**config.mk**
```make
export PLATFORM = sky130hd
export DESIGN_NAME = float_add_scheduler
export DESIGN_NICKNAME = d
export VERILOG_FILES = /design/src/rtl/float8_pkg.sv /design/src/rtl/rr_arbiter_2.sv /design/src/rtl/float_add_scheduler.sv
export SDC_FILE = /design/constraint.sdc
export NUM_CORES = 1
export LEC_CHECK = 0
export BUFFER_PORTS_ARGS = -buffer_cell sky130_fd_sc_hd__clkbuf_2
export CORE_MARGIN = 8
export CORE_UTILIZATION = 30
export DETAILED_ROUTE_END_ITERATION = 10
export SYNTH_ARGS = -nofsm -noshare
export SYNTH_HDL_FRONTEND = slang
export SYNTH_SLANG_ARGS = --single-unit
export TNS_END_PERCENT = 50
```
**constraint.sdc**
```tcl
create_clock -name clock -period 5.63 [get_ports clock]
set_clock_uncertainty 0.1 [all_clocks]
set_input_delay 1.126 -clock clock [delete_from_list [all_inputs] [get_ports clock]]
set_output_delay 1.126 -clock clock [all_outputs]
set_load 0.01 [all_outputs]
```
**src/rtl/float8_pkg.sv**
```systemverilog
// Shared types and field layout for the 8-bit float adder scheduler.
// Word layout: sign [7], exponent [6:3], fraction [2:0] with a hidden leading 1.
package float8_pkg;

    typedef enum logic [2:0] {
        ST_IDLE,
        ST_ALIGN,
        ST_ADD,
        ST_NORM,
        ST_DONE
    } state_t;

    localparam int SIGN_BIT = 7;
    localparam int EXP_HI   = 6;
    localparam int EXP_LO   = 3;
    localparam int FRAC_HI  = 2;
    localparam int FRAC_LO  = 0;

    localparam logic [7:0] ZERO_WORD   = 8'h00;
    localparam logic [3:0] EXP_MAX     = 4'hF;
    localparam int         ALIGN_LIMIT = 4;

    // Working mantissa 8+frac; an exponent field of 0 encodes zero.
    function automatic logic [4:0] mantissa(input logic [7:0] w);
        if (w[EXP_HI:EXP_LO] == 4'd0) begin
            return 5'd0;
        end
        return {2'b01, w[FRAC_HI:FRAC_LO]};
    endfunction

endpackage

```
**src/rtl/rr_arbiter_2.sv**
```systemverilog
// Two-way round-robin arbiter; the pointer names the requester favoured on a tie
// and moves to the other requester whenever a grant is taken.
module rr_arbiter_2 #(
    parameter bit FIRST_PRIORITY = 1'b0
) (
    input  logic       clk,
    input  logic       srst,
    input  logic [1:0] req,
    input  logic       update,
    output logic [1:0] gnt
);

    logic ptr_q;
    logic ptr_d;

    always_comb begin
        gnt   = req;
        ptr_d = ptr_q;
        if (req == 2'b11) begin
            gnt        = 2'b00;
            gnt[ptr_q] = 1'b1;
        end
        if (update && (req != 2'b00)) begin
            ptr_d = gnt[0];
        end
    end

    always_ff @(posedge clk) begin
        if (srst) begin
            ptr_q <= FIRST_PRIORITY;
        end else begin
            ptr_q <= ptr_d;
        end
    end

endmodule

```
**src/rtl/float_add_scheduler.sv**
```systemverilog
// Arbitrates two requesters onto one multi-cycle 8-bit float adder and steps each
// addition through align, add and normalize, holding the result until acknowledged.
module float_add_scheduler
    import float8_pkg::*;
#(
    parameter bit FIRST_PRIORITY = 1'b0
) (
    input  logic       clock,
    input  logic       clear,
    input  logic       req_0,
    input  logic [7:0] a_0,
    input  logic [7:0] b_0,
    input  logic       req_1,
    input  logic [7:0] a_1,
    input  logic [7:0] b_1,
    output logic       gnt_0,
    output logic       gnt_1,
    output logic       result_valid,
    input  logic       result_ack,
    output logic [7:0] result,
    output logic       owner,
    output logic       busy
);

    state_t      state_q, state_d;
    logic [1:0]  gnt_q, gnt_d;
    logic        sel_q, sel_d;
    logic [4:0]  mant_gt_q, mant_gt_d;
    logic [4:0]  mant_lt_q, mant_lt_d;
    logic [3:0]  exp_q, exp_d;
    logic        sign_q, sign_d;
    logic        sub_q, sub_d;
    logic [2:0]  d_q, d_d;
    logic [7:0]  result_q, result_d;
    logic        owner_q, owner_d;
    logic        valid_q, valid_d;

    logic [1:0]  arb_gnt;
    logic [7:0]  word_a, word_b, word_gt, word_lt;
    logic        a_is_gt;
    logic [3:0]  exp_diff;
    logic [4:0]  sum;
    logic [4:0]  exp_inc;
    logic        finish;

    rr_arbiter_2 #(.FIRST_PRIORITY(FIRST_PRIORITY)) u_arb (
        .clk    (clock),
        .srst   (clear),
        .req    ({req_1, req_0}),
        .update (state_q == ST_IDLE),
        .gnt    (arb_gnt)
    );

    always_comb begin
        state_d   = state_q;
        gnt_d     = 2'b00;
        sel_d     = sel_q;
        mant_gt_d = mant_gt_q;
        mant_lt_d = mant_lt_q;
        exp_d     = exp_q;
        sign_d    = sign_q;
        sub_d     = sub_q;
        d_d       = d_q;
        result_d  = result_q;
        owner_d   = owner_q;
        valid_d   = valid_q;
        finish    = 1'b0;

        word_a  = arb_gnt[1] ? a_1 : a_0;
        word_b  = arb_gnt[1] ? b_1 : b_0;
        // Magnitude order on raw fields; ties keep operand a as the larger.
        a_is_gt = (word_a[EXP_HI:EXP_LO] > word_b[EXP_HI:EXP_LO]) ||
                  ((word_a[EXP_HI:EXP_LO] == word_b[EXP_HI:EXP_LO]) &&
                   (word_a[FRAC_HI:FRAC_LO] >= word_b[FRAC_HI:FRAC_LO]));
        word_gt  = a_is_gt ? word_a : word_b;
        word_lt  = a_is_gt ? word_b : word_a;
        exp_diff = word_gt[EXP_HI:EXP_LO] - word_lt[EXP_HI:EXP_LO];
        sum      = sub_q ? (mant_gt_q - mant_lt_q) : (mant_gt_q + mant_lt_q);
        exp_inc  = {1'b0, exp_q} + 5'd1;

        case (state_q)
            ST_IDLE: begin
                if (req_0 || req_1) begin
                    gnt_d     = arb_gnt;
                    sel_d     = arb_gnt[1];
                    mant_gt_d = mantissa(word_gt);
                    mant_lt_d = mantissa(word_lt);
                    exp_d     = word_gt[EXP_HI:EXP_LO];
                    sign_d    = word_gt[SIGN_BIT];
                    sub_d     = word_gt[SIGN_BIT] ^ word_lt[SIGN_BIT];
                    d_d       = (exp_diff > 4'(ALIGN_LIMIT)) ? 3'(ALIGN_LIMIT) : exp_diff[2:0];
                    state_d   = (d_d != 3'd0) ? ST_ALIGN : ST_ADD;
                end
            end
            ST_ALIGN: begin
                mant_lt_d = mant_lt_q >> 1;
                d_d       = d_q - 3'd1;
                if (d_q == 3'd1) begin
                    state_d = ST_ADD;
                end
            end
            ST_ADD: begin
                mant_gt_d = sum;
                if (sum == 5'd0) begin
                    result_d = ZERO_WORD;
                    finish   = 1'b1;
                end else begin
                    state_d = ST_NORM;
                end
            end
            ST_NORM: begin
                if (mant_gt_q[4]) begin
                    result_d = exp_inc[4] ? {sign_q, EXP_MAX, 3'h7}
                                          : {sign_q, exp_inc[3:0], mant_gt_q[3:1]};
                    finish   = 1'b1;
                end else if (mant_gt_q[3]) begin
                    result_d = {sign_q, exp_q, mant_gt_q[2:0]};
                    finish   = 1'b1;
                end else if (exp_q == 4'd1) begin
                    // Underflow: the next left shift would reach exponent 0.
                    result_d = ZERO_WORD;
                    finish   = 1'b1;
                end else begin
                    mant_gt_d = mant_gt_q << 1;
                    exp_d     = exp_q - 4'd1;
                end
            end
            ST_DONE: begin
                if (result_ack) begin
                    valid_d = 1'b0;
                    state_d = ST_IDLE;
                end
            end
            default: state_d = ST_IDLE;
        endcase

        if (finish) begin
            owner_d = sel_q;
            valid_d = 1'b1;
            state_d = ST_DONE;
        end
    end

    always_ff @(posedge clock) begin
        if (clear) begin
            state_q   <= ST_IDLE;
            gnt_q     <= 2'b00;
            sel_q     <= 1'b0;
            mant_gt_q <= 5'd0;
            mant_lt_q <= 5'd0;
            exp_q     <= 4'd0;
            sign_q    <= 1'b0;
            sub_q     <= 1'b0;
            d_q       <= 3'd0;
            result_q  <= ZERO_WORD;
            owner_q   <= 1'b0;
            valid_q   <= 1'b0;
        end else begin
            state_q   <= state_d;
            gnt_q     <= gnt_d;
            sel_q     <= sel_d;
            mant_gt_q <= mant_gt_d;
            mant_lt_q <= mant_lt_d;
            exp_q     <= exp_d;
            sign_q    <= sign_d;
            sub_q     <= sub_d;
            d_q       <= d_d;
            result_q  <= result_d;
            owner_q   <= owner_d;
            valid_q   <= valid_d;
        end
    end

    assign gnt_0        = gnt_q[0];
    assign gnt_1        = gnt_q[1];
    assign result       = result_q;
    assign owner        = owner_q;
    assign result_valid = valid_q;
    assign busy         = (state_q != ST_IDLE);

endmodule

```
==> results.cfg, run 1 <==
[drt]
ant_nets = 0
drc = 0
routed.top_layer = met4
dr_wl_met2_um = 3900
dr_wl_met3_um = 358
met1_length_um = 4150
first_iter_violations = 159
via_per_inst = 5.20
drt_first_pass_iters = 4
wirelength_um = 8570
vias = 3044
wl_per_cell_um = 14.6

[timing]
report.final.slew_viol_count = 0
setup_violations = 0
timing.final.crit_share_pct = 90.7
fmax_ghz = 0.196
tightest_slew_ns = 0.821
relSlewSlack_pct = 45.0
final-hold-violation-count = 0
tns_ns = 0
whs_ns = 0.349
grt_setup_unrepaired = no
fin_crit_ns = 5.11

[clock_network]
numCtsBuffers = 5
clk_pin_slew_ns = 0.08
clock_tree.root_cell = clkbuf_8
htree_num_levels = 2
postCtsSetupBuffers = 0
clock_path_buffers = 2
cts_tree = done
insertion_delay_ns = 0.29
ctsResizeCount = 0
clkSinkCount = 35
cts_hold_buf = 0

[yosys]
yosysWarnings = 0
yosys-top-cells-area = dfxtp_1 (24%), ha_1 (6.9%), nand2_1 (6.6%)
syn_inst = 405
async_flop_share_pct = 0
synthTopCellsByCount = nand2_1 (51), nor2_1 (42), dfxtp_1 (35)
synth_seq_cells = 35
synth_top_cell_area_share_pct = 24.2
synth_nets = 459
synth.distinct_cells = 62
synth_area_um2 = 2900
synth_most_common_cell = nand2_1
synth_ff_type = dfxtp_1
ys_seq_area_share_pct = 24.2
post-synth-top-area-cell = dfxtp_1
avgSynthCellArea_um2 = 7.16
synth_edf_count = 0

[floorplan]
die_area_um2 = 13100
io_pins = 50
fp.coreArea_um2 = 9590
row_count = 36
die_h_um = 114
initial_core_util_pct = 30.2
die_w_um = 114

[worst_setup_path]
cp.required_ns = 5.71
critPathTopFamily = compound AO/OA/AOI/OAI gates
crit_fanout = 8
critical_path_buf_inv_count = 3
endpoint = state_q[0]
cp.depth = 18
r2r_start = u_arb.ptr_q
cp.arrival_ns = 5.19
path_cells = clkbuf_2 -> inv_2 -> nor2_2 -> mux2i_1 -> inv_1 -> ha_1 -> o2111ai_1 -> a32oi_1 -> o21a_1 -> o21ai_0 -> o22a_1 -> ha_1 -> nand2_1 -> a2111o_1 -> o311a_1 -> or4_1 -> o211a_1 -> o211a_1
worstSetupPathType = in -> reg
critPathSlowestCell = or4_1
r2r-end = state_q[0]
end_kind = flip-flop
reg2reg_slack_ns = 1.17
worst_path_largest_cell_delay_ns = 0.47
rr_worst_depth = 17
start_kind = primary input
startpoint = req_1

[placement]
port_buffers = 49
placed_area_um2 = 3300
place.gp.congestion = 0.883
dp_cells = 577
post-dp-hpwl_um = 7020

[final_layout]
antenna_cells = 0
drive_above_1_share_pct = 17.7
area_growth_pct = 17.6
multiInputGateArea_um2 = 2040
fin_area_um2 = 3410
final_nets = 505
regArea_um2 = 701
fillCellCount = 1031
fin_cells = 585

[grt]
grt_pass1_vias = 2965
grt_max_degree = 33
grt-ovfl-total = 0
grt_pass1_wl_um = 14400
grt_usage_pct = 13.3
antenna_found_initial = 0

[pwr]
p_leak_uw = 0.00144
p_per_area_nw_per_um2 = 478
ir_drop_uv = 154

[hold_path]
hold_path_class = reg -> reg

[run]
drv_cap = 0

[run_status]
status = completed
[registers in the layout, summed over array words and instances, names as in the netlist]
register	flops
result	8
mant_gt_q	5
exp_q	4
mant_lt_q	4
d_q	3
state_q	3
gnt_q	2
owner	1
result_valid	1
sel_q	1
sign_q	1
sub_q	1
u_arb.ptr_q	1
[area by class of cell]
type                    instances  area share [%]
multi-input cells             328            59.7
flip-flops and latches         35            20.5
repair buffers                 57            8.95
well taps                     133            4.88
inverters                      24            2.64
clock buffers                   5            2.02
clock inverters                 3            1.28
[per-stage QoR]
| step | power [uW] | utilization, % | setup WS, ns |
|---|---|---|---|
| floorplan | 1150 | - | 0.315 |
| global placement | 1390 | 34.4 | 0.347 |
| detailed placement | 1410 | 34.4 | 0.252 |
| CTS | 1640 | 35.6 | 0.547 |
| global route | 1800 | 35.6 | 0.269 |
| finish | 1630 | 35.6 | 0.524 |
[layout by cell type (no fill, tap or decap), drive strengths merged, types with 3 or more instances in the layout]
| cell type | count |
|---|---|
| a22oi | 5 |
| nor2 | 43 |
| o211ai | 3 |
| or3 | 3 |
| nor3b | 4 |
| xnor2 | 8 |
| nand2b | 5 |
| nand3 | 16 |
| or2 | 3 |
| a21o | 4 |
| a211oi | 7 |
| dfxtp | 35 |
| mux2i | 8 |
| clkbuf | 54 |
| nor2b | 8 |
| inv | 24 |
| nor3 | 18 |
| o21ai | 24 |
| and4 | 3 |
| o22ai | 7 |
| and3 | 5 |
| nand2 | 52 |
| a21oi | 33 |
| o211a | 3 |
| buf | 8 |
| a311oi | 3 |
| xor2 | 5 |
| a31oi | 5 |
| o221ai | 5 |
| nand4 | 4 |
| a211o | 3 |
| ha | 16 |
[report_power, final]
group          switching (uW)  internal, uW
combinational             559           410
clock                    94.4           132
sequential                112           323
[how the worst min path moves through the flow]
stage               cells after the start   endpoint       from  slack [ns]
finish                                  2  result[3]  result[3]        0.35
global route                            2  result[3]  result[3]        0.37
CTS                                     2  result[3]  result[3]        0.35
detailed placement                      2  result[3]  result[3]        0.34
global placement                        2  result[3]  result[3]        0.34
floorplan                               2      sel_q      sel_q        0.34
[cell families after synthesis]
logic type,after synthesis,synth area share (%)
simple gates,172,29.1
compound gates,118,26.8
buf+inv,42,5.61
flops,35,24.2
fa+ha+maj,17,7.59
xor+xnor,13,3.93
mux,8,2.76
[tightest hold or removal path, delay by kind of cell (launching register included)]
family / cells / cell delay, ns
flops: 1 / 0.31
simple gates: 1 / 0.05
compound gates: 1 / 0.05
[metal layers]
metal | vias to the layer above | global-route usage, %
met5 | - | 0
met4 | 0 | 4.97
met3 | 12 | 2.58
met2 | 70 | 21.9
met1 | 1402 | 16.8
li1 | 1560 | -
Power figures use the tool's default switching activity.
==> inputs of run 2 (changes only) <==
- CORE_ASPECT_RATIO: unset -> 2
==> run 2 against run 1 <==
Against the previous run:
- clock power up 25%
- register-to-register slack lost 0.09 ns
- power up 4.0%
- critical path depth stayed put
- global-route usage rose by 0.46 points
- fmax down 1.7%
- via count up 2.3%
- flip-flop and latch count unchanged
- setup slack got worse by 0.088 ns
- count of clock-buffer cells in the layout did not move
- combinational power rose by 0.9%
==> results.cfg, run 2 (synthesized netlist as in run 1, its figures left out) <==
[run_status]
status = completed

[worst_setup_path]
startpoint = req_0
reg2reg_slack_ns = 1.08
worst_path_largest_cell_delay_ns = 0.47
end_kind = flip-flop
start_kind = primary input
critPathSlowestCell = or4_1
cp.arrival_ns = 5.27
rr_worst_depth = 17
r2r-end = state_q[0]
crit_fanout = 8
worstSetupPathType = in -> reg
path_cells = clkbuf_2 -> nor2b_4 -> nor2_2 -> buf_4 -> mux2i_1 -> ha_1 -> o21ai_0 -> o21ai_0 -> or3_1 -> nand2_1 -> o22a_1 -> ha_1 -> nand2_1 -> a2111o_1 -> o311a_1 -> or4_1 -> o211a_1 -> o211a_1
r2r_start = u_arb.ptr_q
critPathTopFamily = simple AND/OR/NAND/NOR gates
critical_path_buf_inv_count = 2
cp.required_ns = 5.70

[final_layout]
layout_common_cells = nand2_1 (51), clkbuf_2 (49), nor2_1 (42), dfxtp_1 (35), a21oi_1 (33)
final_nets = 506
fin_cells = 559
drive_above_1_share_pct = 17.9
antenna_cells = 0
final_common_cell = nand2_1
area_growth_pct = 18.0
fin_area_um2 = 3420
largest_reg_flops = 8

[drt]
vias = 3114
wl_per_cell_um = 15.9
via_per_inst = 5.57
first_iter_violations = 260
ant_nets = 0
drt_first_pass_iters = 4
drc = 0
wirelength_um = 8880

[pwr]
switchingPower_uw = 795
power_frac_comb_pct = 57.7
seq_power_share_pct = 25.6
clockPowerShare_pct = 16.6
p_int_uw = 902
p_leak_uw = 0.00145
p_per_area_nw_per_um2 = 496
ir_drop_uv = 179
swShare_pct = 46.8

[floorplan]
initial_core_util_pct = 30.3
row_count = 51
die_area_um2 = 13300
fp.coreArea_um2 = 9570
die_w_um = 85.5
io_pins = 50
die_h_um = 155

[clock_network]
cts_tree = done
htree_num_levels = 2
numCtsBuffers = 5
clk_pin_slew_ns = 0.06
clkSinkCount = 35
ctsResizeCount = 0
postCtsSetupBuffers = 0
clock_tree.root_cell = clkbuf_16
cts_hold_buf = 0
clock_path_buffers = 2
insertion_delay_ns = 0.28

[hold_path]
min_path_cells = 2
holdPathEnd = result_valid
hold_start = result_valid
hold_path_class = reg -> reg

[placement]
post-dp-hpwl_um = 6870
port_buffers = 49
dp_cells = 551
place.gp.congestion = 0.870
placed_area_um2 = 3270

[timing]
setup_violations = 0
timing.final.crit_share_pct = 92.3
report.final.slew_viol_count = 0
tns_ns = 0
fin_crit_ns = 5.19
final-hold-violation-count = 0
grt_setup_unrepaired = no
whs_ns = 0.352
fmax_ghz = 0.193
tightest_slew_ns = 0.759
relSlewSlack_pct = 49.2

[grt]
antenna_found_initial = 0
grt_pass1_wl_um = 15000
grt_max_degree = 33
grt_usage_pct = 13.8
grt-ovfl-total = 0
grt_pass1_vias = 3081

[run]
drv_cap = 0
run 2: cell types whose count changed in the layout (fill, tap and decap cells not counted):
cell | previous run | this run
buf_4 | 8 | 9
bufinv_16 | 1 | 0
clkbuf_16 | 0 | 5
clkbuf_8 | 5 | 0
clkinv_2 | 1 | 0
clkinv_4 | 1 | 0
clkinvlp_4 | 0 | 2
inv_6 | 0 | 1
run 2: metal layers:
metal	vias to the layer above	share of wire [%]	track usage (%)	wire, um
li1	1567	-	-	-
met1	1450	46	17.4	4050
met2	91	48	23.3	4310
met3	6	4.9	2.38	431
met4	0	0.98	3.79	87
met5	-	0	0	0
run 2: power groups by stage:
stage	clock network (uW)	logic [uW]	registers, uW
floorplan	0	766	389
detailed placement	0	970	440
CTS	290	979	434
global route	302	1110	450
global placement	0	962	437
finish	282	979	435
run 2: metrics by stage:
step	utilization (%)	setup WS [ns]	total power (uW)
3_5_place_dp	34.2	0.201	1410
6_report	35.8	0.436	1700
4_1_cts	35.8	0.457	1700
3_3_place_gp	34.2	0.297	1400
2_1_floorplan	-	0.315	1150
5_1_grt	35.8	0.162	1870
run 2: worst min-delay path, delay by kind of cell (launching register included):
kind	cells	cell delay (ns)
and+or+nand+nor	1	0.05
AOI/OAI and AO/OA	1	0.05
DFF	1	0.31
run 2: final cells by class:
cell class | instances | area [um^2]
clock buffers | 5 | 125
clock inverters | 3 | 23.8
fillers | 1022 | 6150
inverters | 24 | 90.1
multi-input cells | 328 | 2040
flip-flops and latches | 35 | 701
well taps | 106 | 133
repair buffers | 58 | 313
run 2: worst max-delay path by stage:
stage,slack [ns],end,cells after the start
2_1_floorplan,0.31,state_q[0],19
3_3_place_gp,0.30,state_q[0],18
3_5_place_dp,0.20,state_q[0],18
4_1_cts,0.46,state_q[0],18
5_1_grt,0.16,state_q[0],18
6_report,0.44,state_q[0],18
